**src/rtl/bcd_scan_display.sv**
```systemverilog
// Six-digit multiplexed BCD display scanner with frame-synchronous (tear-free) value updates.
// Optional feature: define LEADING_ZERO_BLANK_EN to blank leading zero digits 5..1.
module bcd_scan_display #(
  parameter int SCAN_DIV = 50000
) (
  input  logic        CLK,
  input  logic        CLR,
  input  logic        LOAD,
  input  logic [23:0] D,
  output logic [6:0]  SEG,
  output logic [5:0]  DIG,
  output logic        ERR
);

  localparam int CW = (SCAN_DIV > 2) ? $clog2(SCAN_DIV) : 1;

  logic [CW-1:0] cnt;
  logic [2:0]    idx;
  logic [23:0]   disp;
  logic [23:0]   pend;
  logic          pend_v;
  logic          tick;
  logic          frame;
  logic [3:0]    nib;
  logic          err_next;
  logic [6:0]    seg_next;

  function automatic logic [6:0] seg7(input logic [3:0] n);
    case (n)
      4'd0:    seg7 = 7'h3F;
      4'd1:    seg7 = 7'h06;
      4'd2:    seg7 = 7'h5B;
      4'd3:    seg7 = 7'h4F;
      4'd4:    seg7 = 7'h66;
      4'd5:    seg7 = 7'h6D;
      4'd6:    seg7 = 7'h7D;
      4'd7:    seg7 = 7'h07;
      4'd8:    seg7 = 7'h7F;
      4'd9:    seg7 = 7'h6F;
      default: seg7 = 7'h40;
    endcase
  endfunction

  assign tick  = (cnt == CW'(SCAN_DIV - 1));
  assign frame = tick && (idx == 3'd0);

  always_comb begin
    nib = 4'd0;
    case (idx)
      3'd0:    nib = disp[3:0];
      3'd1:    nib = disp[7:4];
      3'd2:    nib = disp[11:8];
      3'd3:    nib = disp[15:12];
      3'd4:    nib = disp[19:16];
      3'd5:    nib = disp[23:20];
      default: nib = 4'd0;
    endcase
  end

  always_comb begin
    err_next = 1'b0;
    for (int i = 0; i < 6; i++) begin
      if (disp[4*i +: 4] > 4'd9) err_next = 1'b1;
    end
  end

`ifdef LEADING_ZERO_BLANK_EN
  logic [5:0] blank;
  logic       zero_above;

  // A digit blanks only if it and every more-significant nibble are zero; digit 0 always shows.
  always_comb begin
    blank      = 6'd0;
    zero_above = 1'b1;
    for (int i = 5; i >= 1; i--) begin
      zero_above = zero_above && (disp[4*i +: 4] == 4'd0);
      blank[i]   = zero_above;
    end
  end

  always_comb begin
    seg_next = seg7(nib);
    if (idx <= 3'd5 && blank[idx]) seg_next = 7'h00;
  end
`else
  always_comb begin
    seg_next = seg7(nib);
  end
`endif

  always_ff @(posedge CLK) begin
    if (CLR) begin
      cnt    <= '0;
      idx    <= 3'd5;
      disp   <= 24'd0;
      pend   <= 24'd0;
      pend_v <= 1'b0;
      SEG    <= 7'h00;
      DIG    <= 6'd0;
      ERR    <= 1'b0;
    end else begin
      cnt <= tick ? '0 : cnt + CW'(1);
      if (tick) idx <= (idx == 3'd0) ? 3'd5 : idx - 3'd1;

      // The display register only ever changes at a frame boundary, so a frame never tears.
      if (frame) begin
        if (LOAD) begin
          disp   <= D;
          pend_v <= 1'b0;
        end else if (pend_v) begin
          disp   <= pend;
          pend_v <= 1'b0;
        end
      end else if (LOAD) begin
        pend   <= D;
        pend_v <= 1'b1;
      end

      SEG <= seg_next;
      DIG <= 6'd1 << idx;
      ERR <= err_next;
    end
  end

endmodule
```
**config.mk**
```make
export PLATFORM = sky130hd
export DESIGN_NAME = bcd_scan_display
export DESIGN_NICKNAME = d
export VERILOG_FILES = /design/src/rtl/bcd_scan_display.sv
export SDC_FILE = /design/constraint.sdc
export NUM_CORES = 1
export LEC_CHECK = 0
export CORE_UTILIZATION = 50
export CTS_BUF_LIST = sky130_fd_sc_hd__clkbuf_16
export CTS_CLUSTER_DIAMETER = 100
export DETAILED_ROUTE_END_ITERATION = 10
export GPL_TIMING_DRIVEN = 0
export MAX_ROUTING_LAYER = met4
export PLACE_DENSITY = 0.7
export SLEW_MARGIN = 20
export SYNTH_ARGS = -nofsm -noshare
export SYNTH_HDL_FRONTEND = slang
export SYNTH_SLANG_ARGS = --single-unit
```
**constraint.sdc**
```tcl
create_clock -name CLK -period 5.7 [get_ports CLK]
set_input_delay 0.57 -clock CLK [delete_from_list [all_inputs] [get_ports CLK]]
set_output_delay 0.57 -clock CLK [all_outputs]
set_load 0.05 [all_outputs]
```
* Word-level counts from Yosys, hierarchy flattened
Memory sizes are Yosys's and may differ from the RTL's. A register that Yosys moved wholly into a read port is not among the register bits.
Index checks and enable logic that the tools add are counted.
** Word-level totals
- Flip-flop bits (word level) :: 75
- Memory bits (read-only) :: 112
- Input bits :: 27
- Word-level logic and storage cells :: 41
- Memories :: 1
** Operators by class
- Add/sub/neg operators :: 2
- Magnitude comparators :: 6
- Eq/ne operators :: 6
- Shifts and indexed selects :: 1
- Muxes and demuxes :: 10
- Bitwise gates (word level) :: 1
- Reduce and logical (&&, ||, !) cells :: 7
** Memory list
- (name not given) :: words 16, bits a word 7, read ports 1, clocked after Yosys merged registers in 1, wr ports 0, line 29 : case (n)
** Operators by type and width (number)
- 24-bit two-way mux :: 2
- 4-bit greater-than comparator, second input constant :: 6
- 4-bit one-hot mux with 6 select lines :: 1
- 16-bit by 1-bit adder with 16-bit output, second input constant :: 1
- 16-bit equality test, second input constant :: 1
- 3-bit by 2-bit equality test with 1-bit output, second input constant :: 2
- 3-bit equality test, second input constant :: 2
- 1-bit two-way mux :: 6
- 1-bit by 3-bit << shifter with 6-bit output, first input constant :: 1
- 2-bit AND reduction :: 2
- 2-bit OR reduction :: 2
- 3-bit by 1-bit equality test with 1-bit output, second input constant :: 1
- 3-bit logical NOT :: 1
- 3-bit two-way mux :: 1
- 3-bit by 1-bit subtractor with 3-bit output, second input constant :: 1
- 2-bit nonzero test :: 1
- 1-bit logical AND :: 1
- 1-bit NOT :: 1

* Logic depth before layout (Yosys ltp)
Gate-level depths: netlist of run 1.
- Depth after elaboration :: 7
- Gate-level depth with buffers :: 10

* Least setup slack after synthesis of run 1
OpenSTA, ideal clock, no wires.
- Kind :: register -> register
- Start :: register idx[0]
- End :: register SEG[6]
- Arrival :: 2077 ps
- Slack :: 3552 ps
- Stages on the path, launching flop included :: 8
- Clock period less this slack :: 2148 ps
- Path through :: dfxtp_1 buf_2 mux2_2 a22oi_1 inv_1 ha_1 mux2_1 a21oi_1
** Between the ends
- Word-level cells in the longest chain between the ends :: 2
** Ends and longest elaborated chain
- start, declared :: line 18 : logic [2:0] idx;
- start signal, assigned :: line 103 : if (tick) idx <= (idx == 3'd0) ? 3'd5 : idx - 3'd1;
- 3-bit equality test (tied with other cells) :: line 49 : case (idx)
- 4-bit one-hot mux with 6 select lines * :: line 49
- end, declared :: line 10 : output logic [6:0] SEG,
Every way passes the cells marked *; elsewhere a longest branch is shown, timed or not.
A chain may end at the register's enable or synchronous reset.

* Final worst setup path of run 1
Ends and elaborated chain as after synthesis.

==> results.py, run 1 <==
metrics = {
    "place": {
        "place_ws_ns": 3.18,
        "place_area_sq_mm": 0.00410,
        "place.gp.congestion": 0.892,
        "post-dp-hpwl_mm": 5.26,
        "port_buffers": 38,
        "placed_cells": 503,
    },
    "yosys": {
        "synth_area_leaders": "dfxtp_1, mux2i_1, nor2_1, a211oi_1, ha_1",
        "synth_ff_type": "dfxtp_1",
        "synthDistinctLibCells": 43,
        "async_flop_share": 0,
        "synth-seq-area-share": 0.456,
        "netlist_instances": 369,
        "syn-cell-area_sq_mm": 0.00360,
        "avgSynthCellArea_sq_um": 9.75,
        "synth-warning-count": 0,
        "synth_top_area_share": 0.456,
        "netlist.top_cell.by_area": "dfxtp_1",
        "synth_fp_nets": 403,
        "synth_seq_cells": 82,
        "synth_enable_flop_cells": 0,
    },
    "timing": {
        "setup_viol": 0,
        "worst_slack_ns": 3.17,
        "rsz0062_at_grt": "no",
        "slew_headroom": 0.486,
        "layout_min_cycle_time_ns": 2.53,
        "drv_slew": 0,
        "min_period_over_period": 0.444,
        "tightest_slew_ns": 0.770,
        "clock_skew_ns": 0.00907,
        "hold_viol_final": 0,
        "setup_tns_ns": 0,
        "fmax_ghz": 0.395,
    },
    "global_route": {
        "antenna_found_initial": 0,
        "met2_usage": 0.344,
        "grt_overflow": 0,
        "use_met1": 0.274,
        "grt_usage": 0.221,
        "grt_use_met3": 0.0352,
        "grt_first_pass_wirelength_mm": 12.3,
        "grt_pass1_vias": 2604,
        "top_usage_layer": "met2",
        "grt_start_max_net_pins": 14,
    },
    "floorplanning": {
        "dieWidth_microns": 86.8,
        "die-area_sq_mm": 0.00754,
        "fp.coreArea_sq_mm": 0.00687,
        "initial_core_util": 0.524,
        "num_rows": 30,
        "fp.dieH_microns": 86.8,
        "io_pins": 41,
    },
    "critical_path": {
        "critical_path_arrival_ns": 2.79,
        "timing.rr.start": "idx[0]",
        "crit_start": "idx[0]",
        "cp_num_buf_inv": 2,
        "crit_slowest_cell": "a22oi_1",
        "slowest_delay_ns": 0.53,
        "path_cells": "buf_2 -> mux2_2 -> a22oi_1 -> inv_1 -> ha_1 -> mux2_1 -> a21oi_1",
        "end_kind": "register",
        "path_max_fanout": 10,
        "cp.required_ns": 5.96,
        "startpoint_type": "register",
        "critical_path_class": "register to register",
        "cp_top_family": "compound AO/OA/AOI/OAI gates",
    },
    "final_layout": {
        "final_area_sq_mm": 0.00441,
        "layout_commonest_cell": "dfxtp_1",
        "syn2layout_area_growth_pct": 22.5,
        "nets": 452,
        "drive_gt1_frac": 0.0875,
        "final_cells": 519,
        "final_cell_mix": "dfxtp_1, nor2_1, mux2i_1",
        "antennaDiodeCount": 0,
    },
    "clocking": {
        "htree_levels": 3,
        "ctsHoldBuffers": 0,
        "cts_buffer_depth": 2,
        "cts_root_buffer": "clkbuf_16",
        "postCtsSetupBuffers": 0,
        "clock_sinks": 82,
        "post_cts_resized": 0,
        "path_clk_slew_ns": 0.06,
        "cts_tree": "yes",
        "worstSkewPairLatency_ns": 0.33,
        "numCtsBuffers": 9,
    },
    "drt": {
        "dr.pass1.iters": 4,
        "via_per_inst": 5.39,
        "ant_nets": 0,
        "dr_total_vias": 2799,
        "dr.first_iter.drc_count": 109,
        "wl_mm": 7.26,
        "drc_errors": 0,
        "wl_per_cell_microns": 14.0,
    },
    "power_and_ir_drop": {
        "leakage_nw": 1.75,
        "p_per_area_mw_per_mm2": 291,
        "ir_worst_vdd_mv": 0.162,
        "power_mw": 1.28,
    },
    "flow_run": {
        "drv_cap": 0,
    },
    "run_status": {
        "outcome": "finished, final reports clean",
    },
    "worst_hold_path": {
        "worst_hold_startpoint": "cnt[0]",
        "min_path_type": "register to register",
    },
}
==> synthesized netlist by cell type, types with 2 or more instances <==
cell type and n:
dfxtp_1 82, nor2_1 69, mux2i_1 54, a211oi_1 25
o21ai_0 13, buf_2 11, clkbuf_1 11, nand2_1 11
a21oi_1 9, inv_1 8, ha_1 7, nand3_1 7
xor2_1 7, nor3_1 6, or3_1 5, xnor2_1 5
and3_1 3, and4_1 3, mux2_2 3, a31oi_1 2
buf_6 2, mux4_2 2, nand3b_1 2, nand4_1 2
o32ai_1 2
==> layer usage <==
layer  up-vias  part of all wire  wire (microns)
met3        17             0.029             211
met5         -                 0               0
met2        60              0.46            3340
met1      1321              0.48            3480
met4         0             0.031             226
li1       1401                 -               -
==> metrics by stage <==
stage / util / hold slack (ns)
2_1_floorplan: - / 0.418
3_3_place_gp: 0.597 / 0.429
3_5_place_dp: 0.597 / 0.444
4_1_cts: 0.642 / 0.453
5_1_grt: 0.642 / 0.475
6_report: 0.642 / 0.447
==> worst paths after layout <==
check / to / slack [ns] / cells past startpoint
hold / removal: cnt[0] / 0.45 / 1
hold reg to reg: cnt[0] / 0.45 / 1
setup / recovery: SEG[6] / 3.17 / 7
setup reg to reg: SEG[6] / 3.17 / 7
==> final cells by class <==
| cell class | instances | area (sq um) |
|---|---|---|
| fill | 574 | 2460 |
| multi-input combinational | 255 | 1810 |
| sequential | 82 | 1640 |
| timing repair buffer | 38 | 380 |
| clock buffer | 9 | 225 |
| tap | 96 | 120 |
| buffer | 24 | 119 |
| clock inverter | 7 | 85.1 |
| inverter | 8 | 30.0 |
==> sequential cells by signal, summed over array words and instances (netlist names) <==
name    count
pend       24
ERR         1
cnt        16
pend_v      1
disp       24
SEG         7
idx         3
DIG         6
==> power breakdown <==
group / switching, mW / internal [mW]
Clock: 0.220 / 0.379
Combinational: 0.0469 / 0.0432
Sequential: 0.00675 / 0.588
Total: 0.274 / 1.01
==> logic make-up (layout without fill, tap and decap cells) <==
group | after synthesis | in the layout | synth area share
and+or+nand+nor | 119 | 119 | 0.165
DFF | 82 | 82 | 0.456
muxes | 60 | 60 | 0.175
AOI/OAI and AO/OA | 57 | 57 | 0.109
buffers and inverters | 32 | 86 | 0.0414
xor gates and xnor gates | 12 | 12 | 0.0292
adders and majority gates | 7 | 7 | 0.0243
Power figures use the tool's default switching activity.
==> run 2: changes to the inputs <==
==> constraint.sdc (replaced) <==
create_clock -name CLK -period 2.45 [get_ports CLK]
set_input_delay 0.245 -clock CLK [delete_from_list [all_inputs] [get_ports CLK]]
set_output_delay 0.245 -clock CLK [all_outputs]
set_load 0.05 [all_outputs]
==> results.py, run 2 (same netlist as run 1, synthesis figures left out) <==
metrics = {
    "final_layout": {
        "final_area_sq_mm": 0.00446,
        "largestRegisters": "disp (24), pend (24), cnt (16)",
        "final_cell_mix": "dfxtp_1, nor2_1, mux2i_1",
        "antennaDiodeCount": 0,
        "drive_gt1_frac": 0.105,
        "utilization": 0.650,
        "syn2layout_area_growth_pct": 24.0,
        "nets": 458,
        "layout_commonest_cell": "dfxtp_1",
    },
    "worst_hold_path": {
        "worst_hold_startpoint": "LOAD",
        "holdPathEnd": "disp[7]",
        "min_path_type": "input port to register",
        "worstHoldPathCells": 3,
    },
    "critical_path": {
        "path_max_fanout": 10,
        "crit_slowest_cell": "dfxtp_1",
        "slowest_delay_ns": 0.45,
        "timing.rr.start": "idx[0]",
        "end_kind": "register",
        "worstRegToRegCells": 7,
        "regToRegSetupSlack_ns": 0.14,
        "startpoint_type": "register",
        "cp.required_ns": 2.71,
        "path_cells": "buf_2 -> mux2_2 -> a22oi_2 -> inv_1 -> ha_1 -> mux2_1 -> a21oi_1",
        "critical_path_class": "register to register",
        "reg2reg_to": "SEG[6]",
        "critical_path_arrival_ns": 2.57,
    },
    "floorplanning": {
        "initial_core_util": 0.524,
        "die-area_sq_mm": 0.00754,
        "num_rows": 30,
        "fp.dieH_microns": 86.8,
        "dieWidth_microns": 86.8,
        "fp.coreArea_sq_mm": 0.00687,
        "io_pins": 41,
    },
    "place": {
        "place.gp.congestion": 0.892,
        "port_buffers": 38,
        "post-dp-hpwl_mm": 5.26,
        "place_area_sq_mm": 0.00410,
    },
    "power_and_ir_drop": {
        "power.net_switching_mw": 0.637,
        "p_per_area_mw_per_mm2": 669,
        "power.share.clock": 0.466,
        "ir_worst_vdd_mv": 0.376,
        "leakage_nw": 1.78,
        "switching_share": 0.213,
        "comb_power_share": 0.070,
        "seqPwrFrac": 0.463,
        "power.internal_mw": 2.35,
    },
    "timing": {
        "min_period_over_period": 0.943,
        "drv_slew": 0,
        "layout_min_cycle_time_ns": 2.31,
        "hold_viol_final": 0,
        "tightest_slew_ns": 0.774,
        "setup_viol": 0,
        "slew_headroom": 0.484,
        "clock_skew_ns": 0.00869,
        "fmax_ghz": 0.433,
    },
    "global_route": {
        "grt_overflow": 0,
        "grt_start_max_net_pins": 14,
        "grt_first_pass_wirelength_mm": 12.3,
        "antenna_found_initial": 0,
        "grt_usage": 0.221,
        "grt_pass1_vias": 2598,
    },
    "drt": {
        "drc_errors": 0,
        "wl_per_cell_microns": 14.0,
        "dr.first_iter.drc_count": 118,
        "dr.pass1.iters": 4,
        "dr_total_vias": 2826,
        "ant_nets": 0,
        "wl_mm": 7.33,
        "via_per_inst": 5.38,
    },
    "clocking": {
        "cts_tree": "yes",
        "worstSkewPairLatency_ns": 0.33,
        "numCtsBuffers": 9,
        "htree_levels": 3,
        "cts_root_buffer": "clkbuf_16",
        "clock_sinks": 82,
        "path_clk_slew_ns": 0.06,
        "cts_buffer_depth": 2,
    },
    "flow_run": {
        "drv_cap": 0,
    },
    "run_status": {
        "outcome": "finished, final reports clean",
    },
}
run 2: worst max-delay path by stage:
stage                   to  slack [ns]  depth (start not counted)    from
floorplan           SEG[6]        0.30                          7  idx[0]
finish              SEG[6]        0.14                          7  idx[0]
detailed placement  SEG[6]       -0.07                          7  idx[0]
CTS                 SEG[6]        0.15                          7  idx[0]
global route        SEG[6]       -0.02                          7  idx[0]
global placement    SEG[6]      -0.004                          7  idx[0]
run 2: layer usage:
layer / global-route usage / part of all wire / wire (microns) / up-vias
li1: - / - / - / 1416
met1: 0.275 / 0.47 / 3470 / 1333
met2: 0.342 / 0.46 / 3380 / 60
met3: 0.0352 / 0.034 / 250 / 17
met4: 0.123 / 0.031 / 225 / 0
met5: - / 0 / 0 / -
run 2: repair_timing:
action                     4_1_cts  5_1_grt
setup endpoints to repair        3        2
buffers inserted                 0        6
pin swaps                        0        1
gates cloned                     0        0
resized for setup                2        0
hold buffers                     0        0
run 2: metrics by stage:
step / hold WS, ns / setup WS, ns / setup TNS [ns] / std cells / power (mW)
2_1_floorplan: 0.389 / 0.302 / 0 / 369 / 1.54
3_3_place_gp: 0.429 / -0.00408 / -0.00408 / 503 / 1.62
3_5_place_dp: 0.444 / -0.0660 / -0.0660 / 503 / 1.63
4_1_cts: 0.383 / 0.148 / 0 / 519 / 3.01
5_1_grt: 0.390 / -0.0157 / -0.0157 / 525 / 3.09
6_report: 0.382 / 0.139 / 0 / 525 / 2.99
run 2: power groups by stage:
stage | Clock (mW) | Combinational [mW] | Sequential, mW
final | 1.39 | 0.210 | 1.38
after global routing | 1.47 | 0.229 | 1.39
after CTS | 1.42 | 0.213 | 1.38
after detailed placement | 0 | 0.212 | 1.41
after global placement | 0 | 0.209 | 1.41
after floorplan | 0 | 0.108 | 1.43
run 2: final cells by class:
class	instances	area [sq um]
buffer	24	119
tap	96	120
clock buffer	9	225
inverter	8	30.0
timing repair buffer	44	425
fill	568	2410
clock inverter	7	85.1
multi-input combinational	255	1820
sequential	82	1640
run 2: critical path: cells and delay by family (launching register included):
| kind | cells | cell delay, ns |
|---|---|---|
| multiplexers | 2 | 0.66 |
| AO/OA/AOI/OAI | 2 | 0.50 |
| flip-flops | 1 | 0.45 |
| buffers and inverters | 2 | 0.42 |
| adder cells (fa/ha/maj) | 1 | 0.21 |
